## src/rtl/stage_fifo.sv

```systemverilog
// -----------------------------------------------------------------------------
// stage_fifo
//
// Elastic pipeline stage placed between datapath units (fetch->decode,
// decode->execute, ...). Holds up to DEPTH payloads of WIDTH bits in a
// circular buffer and moves them with valid/ready handshakes on both sides.
// A downstream `busy` stalls the output. `flush` empties the stage for
// branch/trap redirects.
//
// Ports
//   clk        in   rising-edge clock
//   reset      in   synchronous, active-high; drops all entries
//   flush      in   discard stored entries and the current input
//   in_valid   in   upstream offers in_data
//   in_ready   out  stage accepts an entry this cycle (state/reset/flush only)
//   in_data    in   upstream payload, WIDTH bits
//   out_valid  out  out_data is a valid entry offered downstream
//   out_ready  in   downstream accepts this cycle
//   out_data   out  head-of-buffer payload (holds when out_valid is low)
//   busy       in   downstream occupied; suppresses out_valid
//   count      out  occupancy, 0..DEPTH
// -----------------------------------------------------------------------------
module stage_fifo #(
    parameter int WIDTH = 32,
    parameter int DEPTH = 2
) (
    input  logic                         clk,
    input  logic                         reset,
    input  logic                         flush,
    input  logic                         in_valid,
    output logic                         in_ready,
    input  logic [WIDTH-1:0]             in_data,
    output logic                         out_valid,
    input  logic                         out_ready,
    output logic [WIDTH-1:0]             out_data,
    input  logic                         busy,
    output logic [$clog2(DEPTH+1)-1:0]   count
);

    localparam int PW = $clog2(DEPTH);
    localparam int CW = $clog2(DEPTH + 1);
    localparam logic [CW-1:0] FULL = CW'(DEPTH);

    // Pointer arithmetic relies on natural wrap of a PW-bit counter.
    if (DEPTH < 2 || (DEPTH & (DEPTH - 1)) != 0) begin : g_depth_check
        $error("stage_fifo: DEPTH must be a power of two and >= 2");
    end

    logic [WIDTH-1:0] mem_q [DEPTH];
    logic [PW-1:0]    wr_ptr_q, wr_ptr_d;
    logic [PW-1:0]    rd_ptr_q, rd_ptr_d;
    logic [CW-1:0]    count_q, count_d;
    logic             blocked;
    logic             push;
    logic             pop;

    // Reset and flush gate both handshakes combinationally so nothing is
    // accepted on a cycle whose state is about to be discarded.
    assign blocked   = reset | flush;

    // in_ready depends on the stored count only: a pop while full does not
    // open a slot until the next cycle, keeping out_ready off this path.
    assign in_ready  = !blocked && (count_q != FULL);
    assign out_valid = !blocked && (count_q != '0) && !busy;

    assign push      = in_valid && in_ready;
    assign pop       = out_valid && out_ready;

    // No bypass: the head is always read from storage.
    assign out_data  = mem_q[rd_ptr_q];
    assign count     = count_q;

    always_comb begin
        wr_ptr_d = wr_ptr_q;
        rd_ptr_d = rd_ptr_q;
        count_d  = count_q;
        if (push) begin
            wr_ptr_d = wr_ptr_q + PW'(1);
        end
        if (pop) begin
            rd_ptr_d = rd_ptr_q + PW'(1);
        end
        // push is impossible when full and pop impossible when empty,
        // so count stays within 0..DEPTH by construction.
        unique case ({push, pop})
            2'b10:   count_d = count_q + CW'(1);
            2'b01:   count_d = count_q - CW'(1);
            default: count_d = count_q;
        endcase
    end

    always_ff @(posedge clk) begin
        if (reset || flush) begin
            wr_ptr_q <= '0;
            rd_ptr_q <= '0;
            count_q  <= '0;
        end else begin
            wr_ptr_q <= wr_ptr_d;
            rd_ptr_q <= rd_ptr_d;
            count_q  <= count_d;
        end
    end

    // Payload storage carries no reset; a flushed entry is simply orphaned.
    always_ff @(posedge clk) begin
        if (push) begin
            mem_q[wr_ptr_q] <= in_data;
        end
    end

`ifndef SYNTHESIS
    a_count_bound: assert property (@(posedge clk) count_q <= FULL);
    a_no_underflow: assert property (@(posedge clk) !(pop && count_q == '0));
    a_no_overflow: assert property (@(posedge clk) !(push && count_q == FULL));
`endif

endmodule

```

## config.mk

```make
export PLATFORM = sky130hd
export DESIGN_NAME = stage_fifo
export DESIGN_NICKNAME = d
export VERILOG_FILES = /design/src/rtl/stage_fifo.sv
export SDC_FILE = /design/constraint.sdc
export NUM_CORES = 1
export LEC_CHECK = 0
export ABC_CLOCK_PERIOD_IN_PS = 2550
export CORE_ASPECT_RATIO = 1.25
export CORE_MARGIN = 4
export CORE_UTILIZATION = 42
export CTS_BUF_LIST = sky130_fd_sc_hd__clkbuf_8 sky130_fd_sc_hd__clkbuf_16
export CTS_CLUSTER_SIZE = 40
export DETAILED_ROUTE_END_ITERATION = 6
export PLACE_DENSITY_LB_ADDON = 0.05
export SYNTH_ARGS = -nofsm -noshare
export SYNTH_HDL_FRONTEND = slang
export SYNTH_SLANG_ARGS = --single-unit
export TNS_END_PERCENT = 20
```

## constraint.sdc

```tcl
create_clock -name clk -period 2.55 [get_ports clk]
set_input_delay 0.51 -clock clk [delete_from_list [all_inputs] [get_ports clk]]
set_output_delay 0.51 -clock clk [all_outputs]
set_load 0.03 [all_outputs]
```

Word-level counts from Yosys, hierarchy flattened --
Memory sizes are Yosys's and may differ from the RTL's. A register that Yosys moved wholly into a read port is not among the register bits. Index checks and enable logic that the tools add are counted.
Cells by class: add/subtract/negate cells 4, equality and inequality tests 3, muxes and demuxes 5, bitwise logic cells 1, reductions and logical operators 10
Operator list (count):
- logical AND 1 bit | 5
- two-way mux 1 bit | 4
- case mux 2 bit (2 select lines) | 1
- nonzero test 2 bit | 2
- adder 1 bit (second input constant) | 2
- adder 2 x 1 -> 2 bit (second input constant) | 1
- == test 2 x 1 -> 1 bit (second input constant) | 1
- == test 2 bit (second input constant) | 1
- logical NOT 1 bit | 2
- != test 2 bit (second input constant) | 1
- subtractor 2 x 1 -> 2 bit (second input constant) | 1
- logical OR 1 bit | 1
- OR 1 bit | 1
Storage, ports and cells: register bits 4, RAM bits 64, input bits 38, output and inout port bits 36, logic and storage cells 27, memories kept 1
Memory list:
- mem_q | depth 2, width 32, read ports 1, clocked after Yosys merged registers in 1, wr ports 1, line 49 | logic [WIDTH-1:0] mem_q [DEPTH];

Depth between registers and ports, before layout --
word-level depth 7, mapped depth 7, depth with buffers taken out 7

Worst setup path after synthesis --
Ideal clock, no wire load.
path type input -> register, start input port flush, end memory mem_q[1][0], enable pin, library setup time 392 ps, arrival time 2240 ps, required time 2158 ps, path slack -82 ps, stages 4, buffers on the path 1, cell sequence or2_1 -> buf_6 -> nor2_1 -> and3_1
On the way: word-level cells in the longest chain between the ends 6
RTL lines:
- start: declaration | line 29 | input logic flush,
- OR 1 bit | line 59 | assign blocked = reset | flush;
- logical NOT 1 bit | line 63 | assign in_ready = !blocked && (count_q != FULL);
- logical AND 1 bit | line 63
- named net in_ready | line 31 | output logic in_ready,
- logical AND 1 bit | line 66 | assign push = in_valid && in_ready;
- two-way mux 1 bit | line 106 | if (push) begin
- two-way mux 1 bit (not written as such) | line 107 | mem_q[wr_ptr_q] <= in_data;
- end: declaration | line 49
The timed path passes the listed nets, and every way through them passes these cells.

Final worst setup path --
start input port busy, end output port out_valid
On the way: word-level cells in the longest chain between the ends 2
RTL lines:
- start: declaration | line 36 | input logic busy,
- logical NOT 1 bit | line 64 | assign out_valid = !blocked && (count_q != '0) && !busy;
- logical AND 1 bit | line 64
- end: declaration | line 33 | output logic out_valid,
Every way passes these cells.

==> metrics <==
status completed; GPL Wtd Cong 0.6716; post-CTS resize count 0; synthesized area 2581 sq um; Req. time, crit path between 2000 and 2500 ps; IO Pins 74; fin crit share 95.42%; Finish-stage setup viols 0; final non-filler cell area 3636 sq um; Layout fillers around 460; overall routed net length ~4800 um; clk_skew 3.596 ps; Syn Inst Count about 130; CTS buffer count 9; Leakage 1.238 nW; FMAX roughly 400 MHz; drt pass-1 iters 4; FP Rows 31; VDD IR max roughly 360 uV; #FFs+latches synth 69; Detailed Route Iter0 Violations 43; Root Driver clkbuf_8; CP delay by family, top buffers and inverters; Synth area leader edfxtp_1; Hold Crit Class reg -> reg; RSZ-0062 raised after global routing false; Primary FF master, synth edfxtp_1; CTS sink cnt 69; I/O Buffers 73; later-pin clock latency in the skew report 330 ps; Final Critical Period 2433 ps; Synth Warn # 0; most frequent cells in the layout clkdlybuf4s50_1, edfxtp_1, mux2_2, clkbuf_8, buf_4; Slew Limit Headroom 77.29%; synth top area cells edfxtp_1, mux2_2, dfxtp_1; register area 2022 sq um; htree depth 3; area of the multi-input gates approximately 530 sq um; CP max-delay cell clkdlybuf4s50_1; max-cap violations 0; layout net count 257; largest net degree at the start of global routing 18; Post-Syn Area per Cell around 20 sq um; number of global-route vias before repair 1627; element type at the critical path start input port; DIE WIDTH 78.12 um; core area slightly below 6000 sq um; ys async rst share 0%; data arrival time of the critical path 1920 ps; Reg clk slew, reported paths roughly 60 ps; share of the synthesized area in the top cell type ~74%; die area 7472 sq um; setup_tns 0 ps; Netlist cell types 24; Worst-Margin Slew approximately 340 ps; slowest stage delay, CP approximately 670 ps; Antenna Nets Post-Route 0; worst-path maximum fanout 2; most common cell after layout, fill and taps aside clkdlybuf4s50_1; CP Buf/Inv Count 2; n_diodes 0; CP cell instances clkdlybuf4s50_1 -> o21ba_2 -> and2_1 -> clkdlybuf4s50_1; total gr overflow 0; Initial Utilization 43.78%; Overall Global Routing Usage approximately 14%; Placed Area 3463 sq um; Synth-to-Final Area Change 40.86%; crit end category primary output; via density per instance 4.776; Post-CTS Setup Bufs 0; # DRC 0; Pwr Density 608.7 nW/um^2; initial antenna violation count 0; most used cell, CP clkdlybuf4s50_1; Setup CP Type in -> out; Wirelength per Cell 15.79 um; Max Slew Vio Count 0; vias 1452; Finished Core Util 61.67%; final hold vios 0; CTS max path bufs 2; Detailed Place HPWL 3419 um; Hold Buf Count CTS 0; number of flops mapped to enable cells by yosys 64; CTS tree yes; first-pass GRT wire length between 7000 and 8000 um; post-synthesis sequential area ratio approximately four fifths; die height 95.65 um; syn nets 171; proportion of layout cells with a drive suffix above 1 25.23%
path summary, 6_finish.rpt:
check,from,endpoint,slack [ps],cells past startpoint
worst max-delay path,busy,out_valid,120,4
worst min-delay path,rd_ptr_q,flip-flop,520,2
worst max register to register,count[0],count[1],740,5
worst min register to register,rd_ptr_q,flip-flop,520,2
where the power goes:
| group | switching (mW) | internal, mW |
|---|---|---|
| logic | 0.0731 | 0.0945 |
| clock network | 0.353 | 0.429 |
| registers | 0.00536 | 1.26 |
worst register-to-register path: cells and delay by family, from the launching register on:
kind	cells	cell delay [ps]
flops	1	420
simple gates	3	840
fa+ha+maj	1	350
compound gates	1	140
through the flow:
step	hold WS [ps]	total power, mW	std cells	setup WS (ps)
final	522.0	2.213	304	116.8
after global routing	552.6	2.298	304	59.19
after CTS	528.0	2.242	304	108.5
after detailed placement	523.8	1.457	289	37.90
after global placement	469.2	1.451	289	112.9
after floorplan	455.7	1.352	132	74.23
Yosys cell counts (all sizes together) (2+ instances only):
cell,number
a21oi,2
buf,4
dfxtp,5
edfxtp,64
mux2,32
mux2i,2
nand2,2
nor2,5
o21ai,2
or3,4
cell families (layout without fill, tap and decap cells):
group | Yosys count | count (layout) | share of synthesized area [%]
xor gates and xnor gates | 2 | 2 | 0.6787
buffers and inverters | 6 | 96 | 1.308
AOI/OAI and AO/OA | 5 | 5 | 1.163
muxes | 34 | 34 | 14.74
and+or+nand+nor | 15 | 15 | 3.297
DFF | 69 | 69 | 78.33
adders and majority gates | 1 | 1 | 0.4847
sequential cells by signal, summed over array words and instances (netlist names), named ones only:
name      count
count         2
rd_ptr_q      1
wr_ptr_q      1
mem_q        64
layer usage:
layer	part of all wire (%)	vias to the layer above	track usage (%)
li1	-	688	-
met1	38	698	13.59
met2	53	55	25.00
met3	6.8	11	5.482
met4	2.6	0	8.309
met5	0	-	0
area by class of cell:
class,count,area share (%)
multi-input cells,57,14.62
clock buffers,9,3.407
flip-flops and latches,69,55.61
clock inverters,6,1.342
repair buffers,80,22.09
inverters,1,0.1032
well taps,82,2.822
Note: power is estimated with default switching activity, not from simulation.
